==> src/rtl/dht_fmt_pkg.sv <==
// Shared definitions for the DHT11 reading -> UART line formatter:
// FSM state encoding, ASCII constants, line lengths and a digit helper.
package dht_fmt_pkg;

  typedef enum logic [2:0] {
    ST_IDLE    = 3'd0,
    ST_CONV    = 3'd1,
    ST_LOAD    = 3'd2,
    ST_SEND    = 3'd3,
    ST_WAIT_HI = 3'd4,
    ST_WAIT_LO = 3'd5
  } fmt_state_t;

  localparam logic [7:0] ASCII_ZERO = 8'h30;
  localparam logic [7:0] ASCII_EQ   = 8'h3D;
  localparam logic [7:0] ASCII_SP   = 8'h20;
  localparam logic [7:0] ASCII_CR   = 8'h0D;
  localparam logic [7:0] ASCII_LF   = 8'h0A;
  localparam logic [7:0] ASCII_E    = 8'h45;
  localparam logic [7:0] ASCII_R    = 8'h52;

  localparam int unsigned MSG_LEN_CRLF = 13;
  localparam int unsigned MSG_LEN_LF   = 12;
  localparam int unsigned ERR_LEN      = 5;

  // BCD digit (0..9) to its ASCII character.
  function automatic logic [7:0] bcd_to_ascii(input logic [3:0] digit);
    return ASCII_ZERO + {4'h0, digit};
  endfunction

endpackage

==> src/rtl/dht_uart_formatter_bin2bcd8.sv <==
// bin2bcd8: 8-bit binary to three BCD digits by repeated subtraction.
// A start pulse loads the value; each following cycle removes one hundred,
// else one ten, else finishes. done is high for the single cycle in which
// the remainder is below ten; the digits stay valid until the next start.
// Worst case is 2 + 9 + 1 cycles after start.
module bin2bcd8 (
  input  logic       clk,
  input  logic       reset_n,
  input  logic       start,
  input  logic [7:0] bin,
  output logic       done,
  output logic [3:0] hundreds,
  output logic [3:0] tens,
  output logic [3:0] ones
);

  logic       busy_r;
  logic [7:0] val_r;
  logic [3:0] hund_r;
  logic [3:0] tens_r;

  // Load on start, then peel off hundreds and tens one per cycle.
  always_ff @(posedge clk or negedge reset_n) begin
    if (!reset_n) begin
      busy_r <= 1'b0;
      val_r  <= 8'd0;
      hund_r <= 4'd0;
      tens_r <= 4'd0;
    end else if (start) begin
      busy_r <= 1'b1;
      val_r  <= bin;
      hund_r <= 4'd0;
      tens_r <= 4'd0;
    end else if (busy_r) begin
      if (val_r >= 8'd100) begin
        val_r  <= val_r - 8'd100;
        hund_r <= hund_r + 4'd1;
      end else if (val_r >= 8'd10) begin
        val_r  <= val_r - 8'd10;
        tens_r <= tens_r + 4'd1;
      end else begin
        busy_r <= 1'b0;
      end
    end else begin
      busy_r <= 1'b0;
    end
  end

  assign done     = busy_r && (val_r < 8'd10);
  assign hundreds = hund_r;
  assign tens     = tens_r;
  assign ones     = val_r[3:0];

endmodule

==> src/rtl/dht_uart_formatter.sv <==
// dht_uart_formatter: turns one DHT11 reading into the ASCII line
// "H=hhh T=ttt" + CR LF (or LF only) and feeds it character by character
// to uart_tx, pacing on tx_busy. Readings arriving while a line is in
// flight are dropped and counted in a saturating counter.
// Optional build macro DHT_ERR_MSG_EN: a reading flagged rd_err is sent
// as "ERR" + line ending instead of numbers.
module dht_uart_formatter
  import dht_fmt_pkg::*;
#(
  parameter logic [7:0] HUM_TAG  = 8'h48,
  parameter logic [7:0] TEMP_TAG = 8'h54,
  parameter bit         USE_CRLF = 1'b1
) (
  input  logic       clk,
  input  logic       reset_n,
  input  logic       rd_valid,
  input  logic [7:0] rd_hum,
  input  logic [7:0] rd_temp,
  input  logic       rd_err,
  input  logic       tx_busy,
  output logic [7:0] tx_data,
  output logic       tx_send,
  output logic       fmt_busy,
  output logic [7:0] drop_cnt
);

  localparam logic [3:0] LAST_NUM_IDX = USE_CRLF ? 4'(MSG_LEN_CRLF - 1) : 4'(MSG_LEN_LF - 1);
  localparam logic [7:0] EOL_FIRST    = USE_CRLF ? ASCII_CR : ASCII_LF;

  fmt_state_t state_r, state_next;
  logic [3:0] idx_r, idx_next;
  logic [7:0] temp_r, temp_next;
  logic       conv_sel_r, conv_sel_next;
  logic [3:0] hum_h_r, hum_t_r, hum_o_r;
  logic [3:0] hum_h_next, hum_t_next, hum_o_next;
  logic [3:0] tmp_h_r, tmp_t_r, tmp_o_r;
  logic [3:0] tmp_h_next, tmp_t_next, tmp_o_next;
  logic [7:0] tx_data_r, tx_data_next;
  logic       tx_send_r, tx_send_next;
  logic       fmt_busy_r, fmt_busy_next;
  logic [7:0] drop_cnt_r, drop_cnt_next;

  logic       conv_start_s;
  logic [7:0] conv_bin_s;
  logic       conv_done_s;
  logic [3:0] conv_h_s, conv_t_s, conv_o_s;

  logic [7:0] num_char_s;
  logic [7:0] char_s;
  logic [3:0] last_idx_s;

`ifdef DHT_ERR_MSG_EN
  logic       err_r, err_next;
  logic [7:0] err_char_s;
`else
  logic       unused_err_s;
  assign unused_err_s = rd_err;
`endif

  bin2bcd8 u_bin2bcd8 (
    .clk      (clk),
    .reset_n  (reset_n),
    .start    (conv_start_s),
    .bin      (conv_bin_s),
    .done     (conv_done_s),
    .hundreds (conv_h_s),
    .tens     (conv_t_s),
    .ones     (conv_o_s)
  );

  // Character of the numeric line at the current index.
  always_comb begin
    num_char_s = 8'h00;
    case (idx_r)
      4'd0:    num_char_s = HUM_TAG;
      4'd1:    num_char_s = ASCII_EQ;
      4'd2:    num_char_s = bcd_to_ascii(hum_h_r);
      4'd3:    num_char_s = bcd_to_ascii(hum_t_r);
      4'd4:    num_char_s = bcd_to_ascii(hum_o_r);
      4'd5:    num_char_s = ASCII_SP;
      4'd6:    num_char_s = TEMP_TAG;
      4'd7:    num_char_s = ASCII_EQ;
      4'd8:    num_char_s = bcd_to_ascii(tmp_h_r);
      4'd9:    num_char_s = bcd_to_ascii(tmp_t_r);
      4'd10:   num_char_s = bcd_to_ascii(tmp_o_r);
      4'd11:   num_char_s = EOL_FIRST;
      4'd12:   num_char_s = ASCII_LF;
      default: num_char_s = 8'h00;
    endcase
  end

`ifdef DHT_ERR_MSG_EN
  // Character of the error line at the current index.
  always_comb begin
    err_char_s = 8'h00;
    case (idx_r)
      4'd0:    err_char_s = ASCII_E;
      4'd1:    err_char_s = ASCII_R;
      4'd2:    err_char_s = ASCII_R;
      4'd3:    err_char_s = EOL_FIRST;
      4'd4:    err_char_s = ASCII_LF;
      default: err_char_s = 8'h00;
    endcase
  end

  // Pick the line type captured with the reading.
  always_comb begin
    char_s     = num_char_s;
    last_idx_s = LAST_NUM_IDX;
    if (err_r) begin
      char_s     = err_char_s;
      last_idx_s = USE_CRLF ? 4'(ERR_LEN - 1) : 4'(ERR_LEN - 2);
    end else begin
      char_s     = num_char_s;
      last_idx_s = LAST_NUM_IDX;
    end
  end
`else
  // Only the numeric line exists in this build.
  always_comb begin
    char_s     = num_char_s;
    last_idx_s = LAST_NUM_IDX;
  end
`endif

  // Next-state and next-register logic of the line sequencer.
  always_comb begin
    state_next    = state_r;
    idx_next      = idx_r;
    temp_next     = temp_r;
    conv_sel_next = conv_sel_r;
    hum_h_next    = hum_h_r;
    hum_t_next    = hum_t_r;
    hum_o_next    = hum_o_r;
    tmp_h_next    = tmp_h_r;
    tmp_t_next    = tmp_t_r;
    tmp_o_next    = tmp_o_r;
    tx_data_next  = tx_data_r;
    tx_send_next  = 1'b0;
    fmt_busy_next = fmt_busy_r;
    conv_start_s  = 1'b0;
    conv_bin_s    = temp_r;
`ifdef DHT_ERR_MSG_EN
    err_next      = err_r;
`endif

    // A reading seen while a line is in flight (including its last cycle)
    // is lost; count it without wrapping.
    if (rd_valid && fmt_busy_r) begin
      if (drop_cnt_r == 8'hFF) begin
        drop_cnt_next = drop_cnt_r;
      end else begin
        drop_cnt_next = drop_cnt_r + 8'd1;
      end
    end else begin
      drop_cnt_next = drop_cnt_r;
    end

    case (state_r)
      ST_IDLE: begin
        if (rd_valid) begin
          temp_next     = rd_temp;
          fmt_busy_next = 1'b1;
          idx_next      = 4'd0;
          conv_sel_next = 1'b0;
`ifdef DHT_ERR_MSG_EN
          err_next = rd_err;
          if (rd_err) begin
            state_next = ST_LOAD;
          end else begin
            conv_start_s = 1'b1;
            conv_bin_s   = rd_hum;
            state_next   = ST_CONV;
          end
`else
          conv_start_s = 1'b1;
          conv_bin_s   = rd_hum;
          state_next   = ST_CONV;
`endif
        end else begin
          state_next = ST_IDLE;
        end
      end

      ST_CONV: begin
        if (conv_done_s) begin
          if (!conv_sel_r) begin
            // Humidity finished: keep its digits, reuse the converter.
            hum_h_next    = conv_h_s;
            hum_t_next    = conv_t_s;
            hum_o_next    = conv_o_s;
            conv_sel_next = 1'b1;
            conv_start_s  = 1'b1;
            conv_bin_s    = temp_r;
          end else begin
            tmp_h_next = conv_h_s;
            tmp_t_next = conv_t_s;
            tmp_o_next = conv_o_s;
            state_next = ST_LOAD;
          end
        end else begin
          state_next = ST_CONV;
        end
      end

      ST_LOAD: begin
        tx_data_next = char_s;
        state_next   = ST_SEND;
      end

      ST_SEND: begin
        if (!tx_busy) begin
          tx_send_next = 1'b1;
          state_next   = ST_WAIT_HI;
        end else begin
          state_next = ST_SEND;
        end
      end

      ST_WAIT_HI: begin
        if (tx_busy) begin
          state_next = ST_WAIT_LO;
        end else begin
          state_next = ST_WAIT_HI;
        end
      end

      ST_WAIT_LO: begin
        if (!tx_busy) begin
          if (idx_r == last_idx_s) begin
            fmt_busy_next = 1'b0;
            state_next    = ST_IDLE;
          end else begin
            idx_next   = idx_r + 4'd1;
            state_next = ST_LOAD;
          end
        end else begin
          state_next = ST_WAIT_LO;
        end
      end

      default: begin
        fmt_busy_next = 1'b0;
        state_next    = ST_IDLE;
      end
    endcase
  end

  // State and datapath registers; reset aborts any line in progress.
  always_ff @(posedge clk or negedge reset_n) begin
    if (!reset_n) begin
      state_r    <= ST_IDLE;
      idx_r      <= 4'd0;
      temp_r     <= 8'd0;
      conv_sel_r <= 1'b0;
      hum_h_r    <= 4'd0;
      hum_t_r    <= 4'd0;
      hum_o_r    <= 4'd0;
      tmp_h_r    <= 4'd0;
      tmp_t_r    <= 4'd0;
      tmp_o_r    <= 4'd0;
      tx_data_r  <= 8'h00;
      tx_send_r  <= 1'b0;
      fmt_busy_r <= 1'b0;
      drop_cnt_r <= 8'd0;
`ifdef DHT_ERR_MSG_EN
      err_r      <= 1'b0;
`endif
    end else begin
      state_r    <= state_next;
      idx_r      <= idx_next;
      temp_r     <= temp_next;
      conv_sel_r <= conv_sel_next;
      hum_h_r    <= hum_h_next;
      hum_t_r    <= hum_t_next;
      hum_o_r    <= hum_o_next;
      tmp_h_r    <= tmp_h_next;
      tmp_t_r    <= tmp_t_next;
      tmp_o_r    <= tmp_o_next;
      tx_data_r  <= tx_data_next;
      tx_send_r  <= tx_send_next;
      fmt_busy_r <= fmt_busy_next;
      drop_cnt_r <= drop_cnt_next;
`ifdef DHT_ERR_MSG_EN
      err_r      <= err_next;
`endif
    end
  end

  assign tx_data  = tx_data_r;
  assign tx_send  = tx_send_r;
  assign fmt_busy = fmt_busy_r;
  assign drop_cnt = drop_cnt_r;

endmodule

==> config.mk <==
export PLATFORM = sky130hd
export DESIGN_NAME = dht_uart_formatter
export DESIGN_NICKNAME = d
export VERILOG_FILES = /design/src/rtl/dht_fmt_pkg.sv /design/src/rtl/dht_uart_formatter_bin2bcd8.sv /design/src/rtl/dht_uart_formatter.sv
export SDC_FILE = /design/constraint.sdc
export NUM_CORES = 1
export LEC_CHECK = 0
export BUFFER_PORTS_ARGS = -buffer_cell sky130_fd_sc_hd__buf_2
export CAP_MARGIN = 20
export CORE_MARGIN = 2
export CORE_UTILIZATION = 60
export CTS_BUF_LIST = sky130_fd_sc_hd__clkbuf_4 sky130_fd_sc_hd__clkbuf_8 sky130_fd_sc_hd__clkbuf_16
export CTS_CLUSTER_SIZE = 25
export DETAILED_ROUTE_END_ITERATION = 7
export MAX_ROUTING_LAYER = met4
export PLACE_DENSITY = 0.81
export REMOVE_ABC_BUFFERS = 1
export SYNTH_ARGS = -nofsm -noshare
export SYNTH_HDL_FRONTEND = slang
export SYNTH_SLANG_ARGS = --single-unit
==> constraint.sdc <==
create_clock -name clk -period 3.3 [get_ports clk]
set_input_delay 0.33 -clock clk [delete_from_list [all_inputs] [get_ports clk]]
set_output_delay 0.33 -clock clk [all_outputs]
set_load 0.02 [all_outputs]
==> metrics.cfg, run 1 <==
[route]
wl_um = 8360
viasPerCell = 5.96
drc = 0
vias = 3124
ant_nets = 0
drt-initial-drc-count = 154
wl_per_cell_um = 16.0
first_pass_iters = 4

[floorplanning]
core_area_um2 = 6350
ios = 39
initial_core_util_pct = 62.0
die_w_um = 85.0
die-area_um2 = 7220
die_height_um = 85.0
num_rows = 29

[grt]
track_usage_pct = 26.0
antenna_found_initial = 0
grt_pass1_wl_um = 14500
grt_max_degree = 75
globalRouteOverflowTotal = 0
grt_pass1_vias = 3022

[power_and_ir_drop]
pwr-share-clk_pct = 18.5
p_sw_w = 0.00176
p_int_w = 0.00240
power.leakage_nw = 2.06
seqPwrFrac_pct = 39.7
power_density_nw_per_um2 = 954
p_comb_share_pct = 41.8
swShare_pct = 42.3
ir_worst_vdd_v = 0.000638

[synthesis]
synth_cell_types = 59
ys_ff_latch = 74
ys_top_cells_by_count = dfrtp_1 (74), nand2_1 (73), nor2_1 (29)
synthCells = 415
synthTopCellsByArea = dfrtp_1 (47%), nand2_1 (7.0%), mux2_2 (4.3%)
synth_edf_count = 0
yosysWarnings = 0
ys_seq_area_share_pct = 47.1
yosysMostFrequentCell = dfrtp_1
async_reset_ff_share_pct = 100
synth_ff_type = dfrtp_1
synth_top_area_share_pct = 47.1
synth_area_leader_cell = dfrtp_1
avgSynthCellArea_um2 = 9.48
syn_area_um2 = 3940

[cts]
cts_tree = done
post-cts-setup-buffer-count = 0
cts.repair.resized = 0
cts_hold_buf = 0
clk_pin_slew_worst_paths_ns = 0.07
cts_root_buf = clkbuf_8
clk-insertion-delay-late_ns = 0.35
cts_max_path_buffers = 2
cts-buffers-inserted = 9
h-tree-depth = 3
clkSinkCount = 74

[critical_path]
critPathCaptureType = flop
cp_slowest_cell = o221ai_1
slowest_delay_ns = 0.57
crit_buf_inv = 1
r2r_slack_ns = 0.93
required_ns = 3.51
crit_path_max_fanout = 11
path_class = reg2reg
critical_path.top_delay_family = compound AO/OA/AOI/OAI gates
crit_path_cell_trace = inv_1, ha_1, nor2b_1, o221ai_1, o211ai_1, a222oi_1, a31oi_1
worstPathArrival_ns = 2.58
cp-start-kind = flop

[final_layout]
nets = 476
drive_gt1_share_pct = 18.6
syn2layout_area_growth_pct = 10.8
diodes = 0
final_cells = 524
fill_cells = 496

[timing]
tightestPinTransition_ns = 0.911
clock_skew_ns = 0.0117
min_period_ns = 2.37
rsz0062_at_grt = false
final-hold-violation-count = 0
setup-violations-final = 0
max_freq_mhz = 423
finalSetupTns_ns = 0
drv_slew = 0
max_slew_margin_pct = 39.2
post-route-period-util_pct = 71.7

[placement]
post-dp-hpwl_um = 5840
portBuffers = 36
dp.cells = 508
gp_congestion = 0.889

[hold_path]
hp-class = in2async

[outcome]
status = finished, final reports clean

[job]
maxCapViolCount = 0

-- cell families (layout without fill, tap and decap cells) --
family	Yosys count	count (layout)	share of synthesized area (%)
AO/OA/AOI/OAI	90	90	15.8
XOR/XNOR	16	16	3.56
adder cells (fa/ha/maj)	13	13	4.13
buffers and inverters	39	71	4.29
flip-flops	74	74	47.1
multiplexers	20	20	5.56
other	1	1	0.0953
AND/OR/NAND/NOR	162	162	19.5
-- area by class of cell --
cell class	count	area, um2	area share [%]
multi-input cells	302	1920	44.1
flip-flops and latches	74	1850	42.5
repair buffers	41	220	5.05
clock buffers	11	139	3.19
well taps	77	96.3	2.21
clock inverters	5	78.8	1.81
inverters	14	52.6	1.21
-- power by group through the flow --
stage	registers [W]	logic (W)	clock network (W)
2_1_floorplan	0.00165	0.00120	0
3_3_place_gp	0.00164	0.00166	0
3_5_place_dp	0.00166	0.00173	0
4_1_cts	0.00164	0.00174	0.000782
5_1_grt	0.00171	0.00194	0.000821
6_report	0.00165	0.00174	0.000768
-- through the flow --
stage	setup WS [ns]	area (um2)	power, W	hold slack, ns	util (%)
2_1_floorplan	0.224	3820	0.00285	0.0344	-
3_3_place_gp	0.974	4140	0.00330	0.451	65.2
3_5_place_dp	0.947	4140	0.00338	0.462	65.2
4_1_cts	0.932	4360	0.00417	0.151	68.7
5_1_grt	0.724	4360	0.00448	0.179	68.7
6_report	0.934	4360	0.00416	0.110	68.7
-- state kept, by name, summed over array words and instances, names as in the netlist --
name                 count
tmp_h_r                  4
hum_h_r                  4
tx_send                  1
fmt_busy                 1
hum_t_r                  4
conv_sel_r               1
hum_o_r                  4
u_bin2bcd8.val_r         8
state_r                  3
drop_cnt                 8
tmp_o_r                  4
u_bin2bcd8.tens          4
idx_r                    4
temp_r                   8
tmp_t_r                  4
u_bin2bcd8.hundreds      4
tx_data                  7
u_bin2bcd8.busy_r        1
-- placed cells by master (no fill, tap or decap), drive strengths merged, types with 3 or more instances in the layout --
cell type and instances:
a221oi 3, a21oi 23, o21ai 21, mux2 15, nor4 4, nor3 13, a31oi 5, xor2 12
a22oi 7, dfrtp 74, mux2i 5, or2 3, o211ai 3, o31ai 3, nand3 15, xnor2 4
clkbuf 11, ha 13, nand2 73, nand2b 7, clkinv 3, buf 41, nor2 29, inv 14
a211oi 5
-- path summary, 6_finish.rpt --
check | from | end | cells after the start
max in group asynchronous | reset_n | u_bin2bcd8.val_r[7] | 1
min | reset_n | tmp_o_r[3] | 1
max | u_bin2bcd8.val_r[3] | u_bin2bcd8.val_r[2] | 7
max reg2reg | u_bin2bcd8.val_r[3] | u_bin2bcd8.val_r[2] | 7
min in group clk | rd_temp[6] | temp_r[6] | 3
min reg2reg | temp_r[7] | temp_r[7] | 2
-- metal layers --
layer  vias up  GRT usage (%)  share of wire, %
li1       1516              -                 -
met1      1513           34.0                46
met2        86           40.2                48
met3         9           5.64               4.4
met4         0           9.38               1.2
met5         -              -                 0
Power figures use the tool's default switching activity.
==> inputs of run 2 (changes only) <==
- ABC_AREA: unset -> 1
- CORE_UTILIZATION: 60 -> 59
- PLACE_DENSITY: 0.81 -> 0.79
- clock period: 3.3 -> 2.4 ns (I/O delays scaled with it)
==> metrics.cfg, run 2 <==
[route]
ant_nets = 0  ; unchanged
first_pass_iters = 5  ; +1
drt-initial-drc-count = 286  ; +86%
wl_per_cell_um = 13.3  ; -17%
viasPerCell = 5.32  ; -11%
wl_um = 9100  ; +8.8%
vias = 3631  ; +16%
drc = 0  ; unchanged

[synthesis]
synth_top_area_share_pct = 44.7  ; -2.3 points
yosysMostFrequentCell = nand2_1
ys_ff_latch = 74  ; unchanged
synthCells = 543  ; +31%
synth_ff_type = dfrtp_1
syn_area_um2 = 4140  ; +5.2%
yosysWarnings = 0  ; unchanged
synth_edf_count = 0  ; unchanged
synth_cell_types = 35  ; -41%
ys_seq_area_share_pct = 44.7  ; -2.3 points
synthTopCellsByArea = dfrtp_1 (45%), nand2_1 (17%), nand3_1 (5.3%)
ys_top_cells_by_count = nand2_1 (185), dfrtp_1 (74), inv_1 (54)
async_reset_ff_share_pct = 100  ; unchanged
avgSynthCellArea_um2 = 7.62  ; -20%
synth_area_leader_cell = dfrtp_1

[cts]
cts_tree = done
cts_hold_buf = 1  ; +1
post-cts-setup-buffer-count = 0  ; unchanged
cts-buffers-inserted = 9  ; unchanged
clk_pin_slew_worst_paths_ns = 0.08  ; about the same
clkSinkCount = 74  ; unchanged
cts_max_path_buffers = 2  ; unchanged
cts.repair.resized = 0  ; unchanged
h-tree-depth = 3  ; unchanged
clk-insertion-delay-late_ns = 0.35  ; about the same
cts_root_buf = clkbuf_8

[final_layout]
final_util_pct = 67.7  ; -0.95 points
drive_gt1_share_pct = 13.3  ; -5.3 points
syn2layout_area_growth_pct = 11.1
diodes = 0  ; unchanged
final_common_cell = nand2_1
fill_cells = 562  ; +13%
nets = 616  ; +29%
final_cell_mix = nand2_1 (185), dfrtp_1 (74), inv_1 (54)

[critical_path]
required_ns = 2.64  ; -0.87 ns
cp-start-kind = flop
r2r_slack_ns = 0.20  ; -0.74 ns
crit_path_max_fanout = 21  ; +10
r2r-end = u_bin2bcd8.tens[2]
path_class = reg2reg
critPathCaptureType = flop
worst_r2r_startpoint = u_bin2bcd8.val_r[2]
worstPathArrival_ns = 2.44  ; -0.14 ns
r2r_cells = 12  ; +5

[job]
maxCapViolCount = 0  ; unchanged

[timing]
max_freq_mhz = 454  ; +7.5%
rsz0062_at_grt = false
tightestPinTransition_ns = 0.532  ; -0.380 ns
max_slew_margin_pct = 64.3  ; +25 points
min_period_ns = 2.20  ; -0.164 ns
final-hold-violation-count = 0  ; unchanged
clock_skew_ns = 0.00763  ; -0.00406 ns
setup-violations-final = 0  ; unchanged
post-route-period-util_pct = 91.7  ; +20 points
drv_slew = 0  ; unchanged
finalSetupTns_ns = 0  ; unchanged

[power_and_ir_drop]
power.total_w = 0.00565  ; +36%
power_density_nw_per_um2 = 1230  ; +29%
power.leakage_nw = 2.43  ; +18%
ir_worst_vdd_v = 0.000778  ; +22%

[grt]
grt_max_degree = 75  ; unchanged
grt_pass1_wl_um = 15300  ; +5.8%
grt_pass1_vias = 3323  ; +10%
globalRouteOverflowTotal = 0  ; unchanged
track_usage_pct = 26.5  ; +0.49 points
antenna_found_initial = 0  ; unchanged

[hold_path]
min_to = temp_r[5]
hp-class = in2reg
hp-start = rd_temp[5]
whs_path_depth = 3

[floorplanning]
die_height_um = 87.8  ; +3.3%
num_rows = 30  ; +3.4%
initial_core_util_pct = 60.9  ; -1.0 points
core_area_um2 = 6790  ; +7.0%
die_w_um = 87.8  ; +3.3%
ios = 39  ; unchanged
die-area_um2 = 7700  ; +6.6%

[placement]
post-dp-hpwl_um = 6500  ; +11%
gp_congestion = 0.908  ; +2.1%
portBuffers = 36  ; unchanged

[outcome]
status = finished, final reports clean

==> run 2: area by class of cell <==
class	instances	area (um2)	area share, %
Sequential cell	74	1850	40.3
Inverter	59	224	4.87
Clock buffer	11	145	3.16
Multi-Input combinational cell	395	1970	42.9
Clock inverter	5	38.8	0.843
Timing Repair Buffer	43	248	5.39
Tap cell	96	120	2.61
==> run 2: per-layer routing <==
metal / GRT usage [%] / vias up / share of wire [%] / routed length, um
met5: - / - / 0 / 0
met4: 10.6 / 0 / 2.3 / 212
met3: 3.39 / 25 / 5.3 / 478
met2: 42.4 / 130 / 47 / 4310
met1: 34.2 / 1663 / 45 / 4100
li1: - / 1813 / - / -
==> run 2: worst max-delay path, cell delays in order, from the launching register on <==
cell and delay [ns]:
dfrtp_1 0.43, inv_1 0.12, ha_1 0.21, nand2_1 0.10
nand2_1 0.16, nor2_8 0.20, nand4_4 0.20, nand2_4 0.18
inv_4 0.13, nand2_4 0.15, nand2_4 0.09, nand2_1 0.06
nand2_1 0.05
==> run 2: how the worst max path moves through the flow <==
stage                     slack [ns]           startpoint            endpoint  cells after the start
after floorplan                 0.31  u_bin2bcd8.val_r[2]  u_bin2bcd8.tens[2]                     12
after global placement          0.30  u_bin2bcd8.val_r[2]  u_bin2bcd8.tens[1]                     12
after detailed placement        0.24  u_bin2bcd8.val_r[2]  u_bin2bcd8.tens[0]                     12
after CTS                       0.22  u_bin2bcd8.val_r[2]  u_bin2bcd8.tens[0]                     12
after global routing            0.03  u_bin2bcd8.val_r[2]  u_bin2bcd8.tens[0]                     12
final                           0.20  u_bin2bcd8.val_r[2]  u_bin2bcd8.tens[2]                     12
==> run 2: cells by family (layout without fill, tap and decap cells) <==
| logic type | count (synthesis) | count (layout) | synth area share (%) |
|---|---|---|---|
| other | 1 | 1 | 0.0906 |
| AO/OA/AOI/OAI | 62 | 62 | 8.07 |
| buffers and inverters | 74 | 118 | 7.62 |
| AND/OR/NAND/NOR | 303 | 303 | 32.2 |
| XOR/XNOR | 16 | 16 | 3.39 |
| adder cells (fa/ha/maj) | 13 | 13 | 3.93 |
| flip-flops | 74 | 74 | 44.7 |
==> run 2: metrics by stage <==
| stage | hold WS, ns | instance area [um2] | cells | setup slack [ns] |
|---|---|---|---|---|
| floorplan | -0.0556 | 4050 | 528 | 0.313 |
| global placement | 0.300 | 4410 | 666 | 0.301 |
| detailed placement | 0.302 | 4410 | 666 | 0.242 |
| CTS | 0.0736 | 4600 | 683 | 0.224 |
| global route | 0.0959 | 4600 | 683 | 0.0254 |
| finish | 0.0817 | 4600 | 683 | 0.198 |
==> run 2: power breakdown <==
group	internal [W]	switching [W]	total [W]
Combinational	0.000909	0.00176	0.00267
Clock	0.000419	0.000492	0.000910
Sequential	0.00169	0.000378	0.00207
